--- config.mk ---
export PLATFORM = sky130hd
export DESIGN_NAME = wave_seq_ctrl
export DESIGN_NICKNAME = d
export VERILOG_FILES = /design/src/rtl/wave_seq_pkg.sv /design/src/rtl/wave_fold.sv /design/src/rtl/wave_seq_ctrl.sv
export SDC_FILE = /design/constraint.sdc
export NUM_CORES = 1
export LEC_CHECK = 0
export CELL_PAD_IN_SITES_DETAIL_PLACEMENT = 1
export CELL_PAD_IN_SITES_GLOBAL_PLACEMENT = 1
export CORE_MARGIN = 2
export CORE_UTILIZATION = 30
export CTS_CLUSTER_SIZE = 16
export DETAILED_ROUTE_END_ITERATION = 16
export PLACE_DENSITY = 0.73
export REMOVE_ABC_BUFFERS = 1
export SLEW_MARGIN = 25
export SYNTH_ARGS = -nofsm -noshare
export SYNTH_HDL_FRONTEND = slang
export SYNTH_HIERARCHICAL = 1
export SYNTH_SLANG_ARGS = --single-unit
--- constraint.sdc ---
create_clock -name clk -period 2.8 [get_ports clk]
set_input_delay 0.28 -clock clk [delete_from_list [all_inputs] [get_ports clk]]
set_output_delay 0.28 -clock clk [all_outputs]
set_load 0.005 [all_outputs]
--- src/rtl/wave_seq_pkg.sv ---
// Purpose : shared types and constants for the wave sequencer slice.
// Latency : n/a (declarations only).
// Backpressure: n/a.
// Contents: state_t {ST_IDLE, ST_RUN, ST_DONE}, default widths, HALF = 2^(DATA_W-1).
package wave_seq_pkg;

  localparam int DATA_W_DEF = 8;
  localparam int CNT_W_DEF  = 8;
  localparam int HALF       = 2 ** (DATA_W_DEF - 1);

  typedef enum logic [1:0] {
    ST_IDLE = 2'd0,
    ST_RUN  = 2'd1,
    ST_DONE = 2'd2
  } state_t;

endpackage

--- src/rtl/wave_fold.sv ---
// Purpose : folds a phase ramp into a triangle (phase up to HALF, then 2^DATA_W - phase).
// Latency : purely combinational, zero cycles.
// Backpressure: none; output follows input every cycle.
// Ports   : i_phase (DATA_W) phase in; o_wave (DATA_W) folded sample out.
module wave_fold
  import wave_seq_pkg::*;
#(
  parameter int DATA_W = DATA_W_DEF
) (
  input  logic [DATA_W-1:0] i_phase,
  output logic [DATA_W-1:0] o_wave
);

  // Package HALF is for the default width; other widths derive their own midpoint.
  localparam int              W_HALF   = (DATA_W == DATA_W_DEF) ? HALF : 2 ** (DATA_W - 1);
  localparam logic [DATA_W:0] W_HALF_V = (DATA_W + 1)'(W_HALF);

  logic [DATA_W-1:0] w_neg;

  // 2^DATA_W - phase is just the two's-complement negation modulo 2^DATA_W.
  assign w_neg  = '0 - i_phase;
  assign o_wave = ({1'b0, i_phase} <= W_HALF_V) ? i_phase : w_neg;

endmodule

--- src/rtl/wave_seq_ctrl.sv ---
// Purpose : command-driven burst sequencer producing a phase ramp at a programmable tick rate.
// Latency : first sample_en cmd_div+1 clocks after accept; wave_out follows phase with no extra delay.
// Backpressure: cmd_ready only in IDLE; pause freezes the burst, abort ends it without done.
// Ports   : clk, rst (sync active-low); cmd_valid/cmd_ready/cmd_step/cmd_div/cmd_cycles command;
//           pause, abort controls; phase, wave_out, sample_en, busy, done status.
// Option  : define WAVE_SEQ_FOLD_EN for a triangle fold on wave_out; otherwise wave_out = phase.
module wave_seq_ctrl
  import wave_seq_pkg::*;
#(
  parameter int DATA_W = DATA_W_DEF,
  parameter int CNT_W  = CNT_W_DEF
) (
  input  logic              clk,
  input  logic              rst,
  input  logic              cmd_valid,
  output logic              cmd_ready,
  input  logic [DATA_W-1:0] cmd_step,
  input  logic [CNT_W-1:0]  cmd_div,
  input  logic [CNT_W-1:0]  cmd_cycles,
  input  logic              pause,
  input  logic              abort,
  output logic [DATA_W-1:0] phase,
  output logic [DATA_W-1:0] wave_out,
  output logic              sample_en,
  output logic              busy,
  output logic              done
);

  state_t            r_state;
  logic [DATA_W-1:0] r_phase;
  logic [DATA_W-1:0] r_step;
  logic [CNT_W-1:0]  r_div;
  logic [CNT_W-1:0]  r_div_cnt;
  logic [CNT_W-1:0]  r_cycles_left;
  logic              r_sample_en;
  logic              r_busy;
  logic              r_done;

  // Extra top bit is the wrap flag: one full period completed on this tick.
  logic [DATA_W:0]   w_sum;

  assign w_sum     = {1'b0, r_phase} + {1'b0, r_step};
  assign cmd_ready = (r_state == ST_IDLE);
  assign phase     = r_phase;
  assign sample_en = r_sample_en;
  assign busy      = r_busy;
  assign done      = r_done;

  always_ff @(posedge clk) begin
    if (!rst) begin
      r_state       <= ST_IDLE;
      r_phase       <= '0;
      r_step        <= '0;
      r_div         <= '0;
      r_div_cnt     <= '0;
      r_cycles_left <= '0;
      r_sample_en   <= 1'b0;
      r_busy        <= 1'b0;
      r_done        <= 1'b0;
    end else begin
      r_sample_en <= 1'b0;
      r_done      <= 1'b0;
      case (r_state)
        ST_IDLE: begin
          if (cmd_valid) begin
            r_step        <= (cmd_step == '0) ? DATA_W'(1) : cmd_step;
            r_div         <= cmd_div;
            r_div_cnt     <= cmd_div;
            r_cycles_left <= cmd_cycles;
            r_phase       <= '0;
            r_busy        <= 1'b1;
            r_state       <= ST_RUN;
          end
        end
        ST_RUN: begin
          if (abort) begin
            r_phase <= '0;
            r_busy  <= 1'b0;
            r_state <= ST_IDLE;
          end else if (pause) begin
            // Everything holds; a wrap that would land here is simply deferred.
          end else if (r_div_cnt != '0) begin
            r_div_cnt <= r_div_cnt - CNT_W'(1);
          end else begin
            r_phase     <= w_sum[DATA_W-1:0];
            r_div_cnt   <= r_div;
            r_sample_en <= 1'b1;
            // cycles_left == 0 means continuous: wraps are not counted.
            if (w_sum[DATA_W] && (r_cycles_left != '0)) begin
              if (r_cycles_left == CNT_W'(1)) begin
                r_phase <= '0;
                r_busy  <= 1'b0;
                r_done  <= 1'b1;
                r_state <= ST_DONE;
              end else begin
                r_cycles_left <= r_cycles_left - CNT_W'(1);
              end
            end
          end
        end
        default: begin
          // DONE: single cycle with done high, then back to IDLE.
          r_state <= ST_IDLE;
        end
      endcase
    end
  end

`ifdef WAVE_SEQ_FOLD_EN
  wave_fold #(
    .DATA_W (DATA_W)
  ) u_fold (
    .i_phase (r_phase),
    .o_wave  (wave_out)
  );
`else
  assign wave_out = r_phase;
`endif

endmodule

==> results of run 1 <==
state kept, by name (all words and copies together), names as in the netlist:
register and flops:
busy 1, r_state 2, phase 8, r_div_cnt 8
done 1, r_div 8, r_step 8, sample_en 1
r_cycles_left 8
cells in the final DEF (no fill, tap or decap), types with 10 or more instances in the layout:
cell / count
a21oi_1: 26
nor2_1: 11
nor3_1: 10
clkdlybuf4s50_1: 48
ha_1: 13
nand2_1: 51
nand3_1: 12
dfxtp_1: 45
o21ai_0: 12
a21boi_0: 18
area by class of cell:
class,count,share of cell area [%]
Clock inverter,2,0.3071
Inverter,9,1.036
Sequential cell,45,27.64
Timing Repair Buffer,55,16.35
Clock buffer,6,2.226
Tap cell,108,4.146
Multi-Input combinational cell,246,48.29
tightest hold or removal path: cells and delay by family, from the launching register on:
kind / cells / cell delay (ns)
AOI/OAI and AO/OA: 1 / 0.07
DFF: 1 / 0.32
and+or+nand+nor: 1 / 0.05
power by group through the flow:
stage	clock [mW]	sequential, mW	combinational (mW)
after floorplan	0	0.747	0.335
after global placement	0	0.759	0.494
after detailed placement	0	0.761	0.508
after CTS	0.419	0.747	0.512
after global routing	0.453	0.755	0.575
final	0.405	0.747	0.506
how the worst max path moves through the flow:
stage	depth (start not counted)	start	end	slack [ns]
2_1_floorplan	8	phase[0]	phase[7]	0.58
3_3_place_gp	7	cmd_valid	r_cycles_left[7]	0.48
3_5_place_dp	9	phase[0]	phase[7]	0.38
4_1_cts	8	phase[0]	busy	0.37
5_1_grt	8	phase[0]	busy	0.15
6_report	8	phase[0]	busy	0.35
per-stage QoR:
stage          utilization [%]  hold slack (ns)  setup slack [ns]
2_1_floorplan                -           0.4079            0.5754
3_3_place_gp             36.79           0.4512            0.4839
3_5_place_dp             36.79           0.4667            0.3848
4_1_cts                  37.74           0.4798            0.3690
5_1_grt                  37.74           0.5024            0.1465
6_report                 37.74           0.4734            0.3549
layer usage:
metal / vias to the layer above / part of all wire (%)
li1: 1241 / -
met1: 1199 / 48
met2: 35 / 47
met3: 5 / 3.0
met4: 0 / 1.1
met5: - / 0
kinds of logic (layout without fill, tap and decap cells):
group | count (synthesis) | in the layout
xor+xnor | 11 | 11
simple gates | 120 | 120
buf+inv | 33 | 72
flops | 45 | 45
mux | 1 | 1
fa+ha+maj | 14 | 14
compound gates | 100 | 100
==> flow_summary.json, run 1 <==
{
  "clock-sinks": 45,
  "root_buffer": "clkbuf_8",
  "synth_compound_area_share_pct": 25.43,
  "synth_cells": 324,
  "fill_cells": 1040,
  "grt_max_degree": 24,
  "grtUsageMet3_pct": 2.434,
  "yosys_warnings": 6,
  "drcViolationCount": 0,
  "busiest_layer": "met2",
  "switching_share_pct": 34.15,
  "synth-edff-count": 0,
  "grt_use_met2_pct": 26.90,
  "synth_common_cells": "nand2_1 (51), dfxtp_1 (45), a21oi_1 (26)",
  "clk_pin_slew_ns": 0.09,
  "numCtsBuffers": 5,
  "status": "complete, no violations",
  "end_kind": "flip-flop",
  "startpoint_type": "flip-flop",
  "critical_path_arrival_ns": 2.61,
  "die_h_um": 97.77,
  "p_switching_uw": 566.2,
  "drive_gt1_share_pct": 5.785,
  "yosysTopAreaCell": "dfxtp_1",
  "yosys.area_share.simple_pct": 23.24,
  "dp.cells": 463,
  "worstReg2RegEnd": "busy",
  "crit_buf_inv": 0,
  "tightest_slew_ns": 0.7029,
  "worstHoldStart": "r_div[1]",
  "finalPower_mw": 1.658,
  "power.density_nw_per_um2": 508.7,
  "max-slew-margin-rel_pct": 53.14,
  "placed_cell_area_um2": 3177,
  "netlist_area_um2": 2638,
  "setup-tns-final_ns": 0,
  "initial_core_util_pct": 30.54,
  "synthMuxAreaShare_pct": 0.4269,
  "yosysSeqAreaShare_pct": 34.16,
  "antenna_found_initial": 0,
  "hold_viol_final": 0,
  "cts_tree": "yes",
  "vdd_ir_drop_max_mv": 0.1846,
  "synthArstFlopShare_pct": 0,
  "rows": 34,
  "hpwlAfterDp_um": 5355,
  "grtUsageTotal_pct": 15.76,
  "path_cells": "ha_1 -> fa_1 -> a211oi_1 -> o211ai_1 -> nor4bb_1 -> a21oi_1 -> o31ai_1 -> a21boi_0",
  "die-area_um2": 9558,
  "grt_setup_unrepaired": "false",
  "fin_crit_ns": 2.445,
  "power_frac_comb_pct": 30.5,
  "wl_per_cell_um": 15.32,
  "core_um2": 8636,
  "synth.distinct_cells": 51,
  "clkLatencyLatePin_ns": 0.30,
  "grt_use_met1_pct": 20.81,
  "synth_top_family_by_area": "compound AO/OA/AOI/OAI gates",
  "synth_top_area_share_pct": 34.16,
  "drt_wl_total_um": 7215,
  "fin_skew_ns": 0.004330,
  "seqCellArea_um2": 900.9,
  "power_frac_clock_pct": 24.4,
  "leakagePower_nw": 1.235,
  "hold_buffers": 0,
  "syn_area_per_cell_um2": 8.141,
  "drv_slew": 0,
  "yosysMostFrequentCell": "nand2_1",
  "synth_xor_area_share_pct": 3.653,
  "ioPinCount": 49,
  "gp_congestion": 0.8064,
  "multi_input_area_um2": 1574,
  "max_clock_freq_mhz": 409.0,
  "num-nets-final": 405,
  "finalCritPeriodShare_pct": 87.33,
  "grt.overflow.total": 0,
  "antenna_left": 0,
  "reg2reg_slack_ns": 0.35,
  "diodes": 0,
  "path_class": "flip-flop to flip-flop",
  "grt_pass1_vias": 2591,
  "worst-r2r-cell-count": 8,
  "first_iter_violations": 86,
  "synthAdderAreaFrac_pct": 6.926,
  "grt_pass1_wl_um": 12450,
  "maxCapViolCount": 0,
  "cpPeakStageDelay_ns": 0.62,
  "layout.cells.non_filler": 471,
  "htreeDepth": 2,
  "synth_ff_type": "dfxtp_1",
  "vias": 2480,
  "area_delta_synth_final_pct": 23.58,
  "die_w_um": 97.77,
  "seq_power_share_pct": 45.0,
  "synth-seq-cells": 45,
  "viasPerCell": 5.265,
  "ys_top_cells_by_area": "dfxtp_1 (34%), nand2_1 (7.3%), ha_1 (6.2%)",
  "post_cts_buffers": 0,
  "cts_buffer_depth": 2,
  "port_buffers": 48,
  "drt_pass1_iterations": 4,
  "crit_required_ns": 2.96,
  "min_path_type": "flip-flop to flip-flop",
  "cp_top_family": "compound AO/OA/AOI/OAI gates",
  "p_int_mw": 1.092,
  "min_path_cells": 2,
  "cts_resized": 0,
  "design_area_um2": 3259,
  "rr_startpoint": "phase[0]",
  "setup_violations": 0,
  "slowest_stage": "nor4bb_1",
  "min_delay_worst_endpoint": "r_div[1]",
  "path_max_fanout": 4
}
No activity file was read; power rests on OpenSTA's default activity.
==> run 2, diff against run 1 <==
RECOVER_POWER = 100   (was not set)
REMOVE_ABC_BUFFERS = not set   (was 1)
==> flow_summary.json, run 2 (same netlist as run 1, synthesis figures left out) <==
{
  "maxCapViolCount": 0,
  "antenna_left": 0,
  "post_cts_buffers": 0,
  "grtUsageTotal_pct": 15.53,
  "die-area_um2": 9558,
  "drv_slew": 0,
  "num-nets-final": 404,
  "clock-sinks": 45,
  "area_delta_synth_final_pct": 23.91,
  "max-slew-margin-rel_pct": 33.19,
  "drt_pass1_iterations": 4,
  "die_w_um": 97.77,
  "htreeDepth": 2,
  "grt_pass1_vias": 2451,
  "finalCritPeriodShare_pct": 90.66,
  "crit_path_start": "phase[0]",
  "max_clock_freq_mhz": 393.9,
  "critical_path_arrival_ns": 2.71,
  "reg2reg_slack_ns": 0.26,
  "ioPinCount": 49,
  "grt.overflow.total": 0,
  "wl_per_cell_um": 15.45,
  "min_path_type": "flip-flop to flip-flop",
  "path_class": "flip-flop to flip-flop",
  "drcViolationCount": 0,
  "hpwlAfterDp_um": 5369,
  "startpoint_type": "flip-flop",
  "path_max_fanout": 4,
  "die_h_um": 97.77,
  "grt_max_degree": 25,
  "final_cell_mix": "nand2_1 (51), dfxtp_1 (45), clkdlybuf4s50_1 (27), a21oi_1 (26), dlygate4sd3_1 (21)",
  "leakagePower_nw": 1.303,
  "power.density_nw_per_um2": 522.5,
  "first_iter_violations": 76,
  "setup_violations": 0,
  "crit_end": "busy",
  "rows": 34,
  "setup-tns-final_ns": 0,
  "drt_wl_total_um": 7261,
  "worstReg2RegEnd": "busy",
  "core_um2": 8636,
  "drive_gt1_share_pct": 5.801,
  "grt_pass1_wl_um": 12210,
  "clkLatencyLatePin_ns": 0.31,
  "vias": 2493,
  "antenna_found_initial": 0,
  "fin_skew_ns": 0.01451,
  "worst-r2r-cell-count": 8,
  "numCtsBuffers": 5,
  "hold_buffers": 0,
  "cts_tree": "yes",
  "syn-num-nets": 367,
  "grt_setup_unrepaired": "false",
  "viasPerCell": 5.304,
  "diodes": 0,
  "hold_viol_final": 0,
  "crit_required_ns": 2.98,
  "rr_startpoint": "phase[0]",
  "initial_core_util_pct": 30.54,
  "hold_ws_ns": 0.4695,
  "root_buffer": "clkbuf_8",
  "end_kind": "flip-flop",
  "cts_buffer_depth": 2,
  "clk_pin_slew_ns": 0.08,
  "fin_crit_ns": 2.538,
  "port_buffers": 48,
  "layout_commonest_cell": "nand2_1",
  "cts_resized": 0,
  "gp_congestion": 0.8123,
  "vdd_ir_drop_max_mv": 0.2608,
  "tightest_slew_ns": 1.002,
  "status": "complete, no violations"
}
run 2: power by group:
part	total (mW)	switching [mW]	internal, mW
clock	0.459	0.236	0.224
combinational	0.502	0.284	0.218
sequential	0.746	0.0512	0.695
run 2: layer usage:
layer  track usage (%)  share of wire, %  vias to the layer above
met5                 0                 0                        -
met4             3.419               1.1                        0
met3             2.219               2.1                        9
met2             27.43                50                       27
met1             20.18                46                     1220
li1                  -                 -                     1237
run 2: how the worst min path moves through the flow:
| stage | startpoint | end | cells past startpoint | slack (ns) |
|---|---|---|---|---|
| after global routing | r_div[4] | r_div[4] | 2 | 0.50 |
| after detailed placement | r_div[4] | r_div[4] | 2 | 0.46 |
| after floorplan | cmd_div[7] | r_div[7] | 2 | 0.42 |
| final | r_div[4] | r_div[4] | 2 | 0.47 |
| after global placement | r_div[3] | r_div[3] | 2 | 0.45 |
| after CTS | r_div[4] | r_div[4] | 2 | 0.48 |
run 2: critical path, cell delays in order (launching register included):
cell	delay [ns]
dfxtp_1	0.37
ha_1	0.20
fa_1	0.26
a211oi_1	0.12
o211ai_1	0.24
nor4bb_1	0.65
a21oi_1	0.22
o31ai_1	0.24
a21boi_0	0.12
run 2: cell type report:
type                       count  area [µm²]
multi-input combinational    246        1574
fill                        1044        5368
tap                          108       135.1
sequential                    45       900.9
clock buffer                   7       96.34
clock inverter                 1       5.005
timing repair buffer          54       523.0
inverter                       9       33.78
run 2: metrics by stage:
step                utilization [%]  setup WS, ns  instances  instance area [µm²]  power (mW)
detailed placement            36.70        0.4060        462                 3169       1.267
CTS                           37.87        0.2362        470                 3271       1.727
global route                  37.84       0.02430        470                 3268       1.825
finish                        37.84        0.2616        470                 3268       1.708
global placement              36.70        0.4938        462                 3169       1.251
floorplan                         -        0.5901        324                 2638       1.107
==> run 3, diff against run 2 <==
SKIP_CTS_REPAIR_TIMING = 1   (was not set)
==> results of run 3 <==
Same layout as run 2: the final DEF is identical, and so are final timing and power.
==> RTL edit 1: new RTL, flow settings as in run 1 <==
The option `WAVE_SEQ_FOLD_EN` is turned on by a define.
--- a/src/rtl/wave_seq_ctrl.sv
+++ b/src/rtl/wave_seq_ctrl.sv
@@ -4,6 +4,8 @@
 // Ports   : clk, rst (sync active-low); cmd_valid/cmd_ready/cmd_step/cmd_div/cmd_cycles command;
 //           pause, abort controls; phase, wave_out, sample_en, busy, done status.
 // Option  : define WAVE_SEQ_FOLD_EN for a triangle fold on wave_out; otherwise wave_out = phase.
+`define WAVE_SEQ_FOLD_EN
+
 module wave_seq_ctrl
   import wave_seq_pkg::*;
 #(
Function: changed (a bounded check fails within 4 cycles, from zero or initial values and one cycle with rst low).
==> RTL edit 1 against run 1 <==
Combinational power rose by 2%; final area rose by 8.1%; synthesized area rose by 5.1%; power rose by 1.7%; sequential cell count did not move; worst setup slack got worse by 0.13 ns; critical path depth rose by 1; global-route usage rose by 0.55 points; utilization rose by 0.92 points; wire length rose by 10%; critical endpoint is now r_cycles_left[2]; largest cell class unchanged.
==> RTL edit 1: results (changes against run 1) <==
Drt
  • Total via count after detailed routing: 2724 (+9.8%)
  • Detailed-route wire length: 7940 µm (+10%)
  • Iter 0 DRT Violations: 108 (+26%)

Power and ir drop
  • Sequential power share: 0.446 (-0.004)
  • Fraction of power consumed by the clock network: 0.249 (+0.005)
  • Power dissipated by switching net loads: 0.589 mW (+3.9%)
  • Worst VDD drop: 0.000274 V (+49%)

Yosys
  • Top cell types by occurrence after synthesis: 53 x sky130_fd_sc_hd__nand2_1, 45 x sky130_fd_sc_hd__dfxtp_1, 27 x sky130_fd_sc_hd__a21oi_1, 24 x sky130_fd_sc_hd__nor2_1, 17 x sky130_fd_sc_hd__a21boi_0
  • Cell variety after synth: 57 (+12%)
  • Multiplexer share of the synthesized area: 0.0217 (+0.0174)
  • Leading cell types by total area after synthesis: sky130_fd_sc_hd__dfxtp_1 32%, sky130_fd_sc_hd__nand2_1 7.2%, sky130_fd_sc_hd__ha_1 6.3%
  • Adder-cell share of the synthesized area: 0.0704 (+0.00114)
  • Share of the synthesized netlist area taken by xor and xnor gates: 0.0411 (+0.00454)
  • Post-synthesis instance total: 344 (+6.2%)
  • Fraction of the mapped netlist area in compound gates: 0.261 (+0.00656)

Hold path
  • End point of the worst hold path: r_div[3]

Layout
  • Fill cells: 1117 (+7.4%)
  • Final Instance Count excl. Fillers: 509 (+8.1%)
  • Total number of nets in the final design: 441 (+8.9%)
  • Share of cells above drive strength 1: 0.0930 (+0.0351)

Setup path
  • Dominant delay contributor by cell family on the critical path: simple AND/OR/NAND/NOR gates
  • Slowest cell on the critical path: sky130_fd_sc_hd__or3_1
  • Slowest cell delay on critical path: 0.43 ns (-0.19 ns)
  • CP Capture Point: r_cycles_left[2]

Placed design
  • Total placed instance area: 3430 µm² (+8.0%)
  • Half-perimeter wire length after placement: 6160 µm (+15%)
  • Worst slack after detailed placement: 0.148 ns (-0.236 ns)
  • Total instance count after detailed placement: 501 (+8.2%)

Global routing
  • Maximum number of pins on one net before global-route repair: 22 (-8.3%)
  • Tot GR Track Use: 0.163 (+0.00548)
  • First-pass GRT wire length: 13200 µm (+6.3%)
  • Via count of the first global-routing pass: 2733 (+5.5%)

Timing
  • Final setup skew: 0.00874 ns (+0.00441 ns)

Run status
  • Result of the run: complete, no violations
-- RTL edit 1: changes by cell type in the layout (fill, tap and decap cells not counted), sizes merged, moves of 3 or more --
cell	delta
nor2	+13
buf	+8
nand3	-5
nor2b	-5
mux2	+4
o211ai	-4
a31oi	+3
nand2	+3
-- RTL edit 1: layer usage --
metal,GRT usage,share of wire,vias to the layer above
li1,-,-,1353
met1,0.209,0.46,1316
met2,0.294,0.50,50
met3,0.0188,0.026,5
met4,0.0348,0.0078,0
met5,0,0,-
-- RTL edit 1: layout make-up --
class | instances | area (µm²) | share of cell area
multi-input cells | 271 | 1760 | 0.498
clock buffers | 5 | 68.8 | 0.0195
inverters | 11 | 41.3 | 0.0117
well taps | 111 | 139 | 0.0394
flip-flops and latches | 45 | 902 | 0.256
clock inverters | 3 | 22.5 | 0.00639
repair buffers | 63 | 593 | 0.168
==> RTL edit 2: new RTL, settings of run 1 <==
Without the edit above. Encoding of `state_t`: now one-hot (3 bits for 3 states).
--- a/src/rtl/wave_seq_pkg.sv
+++ b/src/rtl/wave_seq_pkg.sv
@@ -8,10 +8,10 @@
   localparam int CNT_W_DEF  = 8;
   localparam int HALF       = 2 ** (DATA_W_DEF - 1);
 
-  typedef enum logic [1:0] {
-    ST_IDLE = 2'd0,
-    ST_RUN  = 2'd1,
-    ST_DONE = 2'd2
+  typedef enum logic [2:0] {
+    ST_IDLE = 3'b001,
+    ST_RUN  = 3'b010,
+    ST_DONE = 3'b100
   } state_t;
 
 endpackage
Formal check against the unedited RTL: same outputs for any inputs over 4 cycles, from zero or initial values and one cycle with rst low; so few cycles prove little.
==> RTL edit 2 against run 1 <==
Via count is 11% higher; synthesized cell count is 7.7% higher; power is 7.1% lower; sequential cell count is 1 higher; first-iteration DRC count stayed put; worst setup slack worse by 0.082 ns; sequential share of layout area is 0.83 points lower; final area is 5.4% higher; global-route usage is 1.6 points higher; wire length is 18% higher; critical path type unchanged; synthesized area is 5.7% higher.
==> RTL edit 2: results (changes against run 1) <==
Power and ir drop
  • Worst VDD drop: 0.000298 V (+62%)
  • Total combinational power: 0.371 mW (-27%)
  • Fraction of power spent switching nets: 0.316 (-0.0256)
  • Power Clock: 0.436 mW (+7.7%)
  • Fraction of power consumed by the clock network: 0.283 (+0.039)

Global routing
  • First-pass GRT wire length: 14100 µm (+13%)
  • Via count of the first global-routing pass: 2863 (+10%)
  • Met2 Usage GRT: 0.309 (+0.0398)
  • Maximum number of pins on one net before global-route repair: 26 (+8.3%)
  • Tot GR Track Use: 0.173 (+0.0157)

Yosys
  • Top cell types by occurrence after synthesis: 52 x sky130_fd_sc_hd__nand2_1, 46 x sky130_fd_sc_hd__dfxtp_1, 42 x sky130_fd_sc_hd__a21oi_1, 24 x sky130_fd_sc_hd__o21ai_0, 20 x sky130_fd_sc_hd__nor2_1
  • Leading cell types by total area after synthesis: sky130_fd_sc_hd__dfxtp_1 33%, sky130_fd_sc_hd__a21oi_1 7.5%, sky130_fd_sc_hd__nand2_1 7.0%
  • Adder-cell share of the synthesized area: 0.0655 (-0.00373)
  • Number of flip-flops and latches in the synthesized netlist: 46 (+2.2%)
  • Multiplexer share of the synthesized area: 0.00359 (-0.000679)

Hold path
  • Startpoint of the lowest-slack hold path: r_div[5]
  • End point of the worst hold path: r_div[5]

Setup path
  • Critical path fanouts, max: 8 (+4)
  • Flop-to-flop setup slack: 0.27 ns (-0.08 ns)
  • Slowest cell on the critical path: sky130_fd_sc_hd__fa_1
  • Destination of the worst register-to-register timing path: phase[5]
  • Slowest cell delay on critical path: 0.43 ns (-0.19 ns)

Drt
  • Total via count after detailed routing: 2745 (+11%)
  • Detail Route met3 WL: 200 µm (-8.3%)
  • Met2 wire len: 4200 µm (+23%)
  • M1 WL: 4030 µm (+15%)
  • Number of vias per cell after detailed routing: 5.48 (+4.1%)

Run status
  • Result of the run: complete, no violations

Layout
  • Fill cells: 1094 (+5.2%)
  • Proportion of cell area spent on the clock network: 0.0266 (+0.00126)
  • Relative area of non-clock buffer cells in the final design: 0.166 (+0.00259)
  • Count of plain and timing-repair buffers: 60 (+9.1%)
  • Total number of nets in the final design: 432 (+6.7%)
  • Number of clock buffers in the layout: 7 (+1)
  • Register area: 921 µm² (+2.2%)

Timing
  • Final setup skew: 0.00786 ns (+0.00353 ns)
RTL edit 2: cell count changes after synthesis, moves of 4 or more:
cell                       delta
sky130_fd_sc_hd__a21boi_0    -18
sky130_fd_sc_hd__a21oi_1     +16
sky130_fd_sc_hd__o21ai_0     +12
sky130_fd_sc_hd__a22oi_1      -4
sky130_fd_sc_hd__or4_1        +4
sky130_fd_sc_hd__nor4_1       -4
sky130_fd_sc_hd__a31oi_1      +5
sky130_fd_sc_hd__nor2_1       +9
sky130_fd_sc_hd__nand2b_1     -4
sky130_fd_sc_hd__o21a_1       +4
sky130_fd_sc_hd__xnor2_1      -4
sky130_fd_sc_hd__nor2b_1      -7
RTL edit 2: per-stage QoR:
step	util	setup WS, ns	cell area [µm²]
2_1_floorplan	-	0.471	2630
3_3_place_gp	0.367	0.384	3340
3_5_place_dp	0.367	0.266	3340
4_1_cts	0.377	0.244	3430
5_1_grt	0.377	0.113	3430
6_report	0.377	0.273	3430
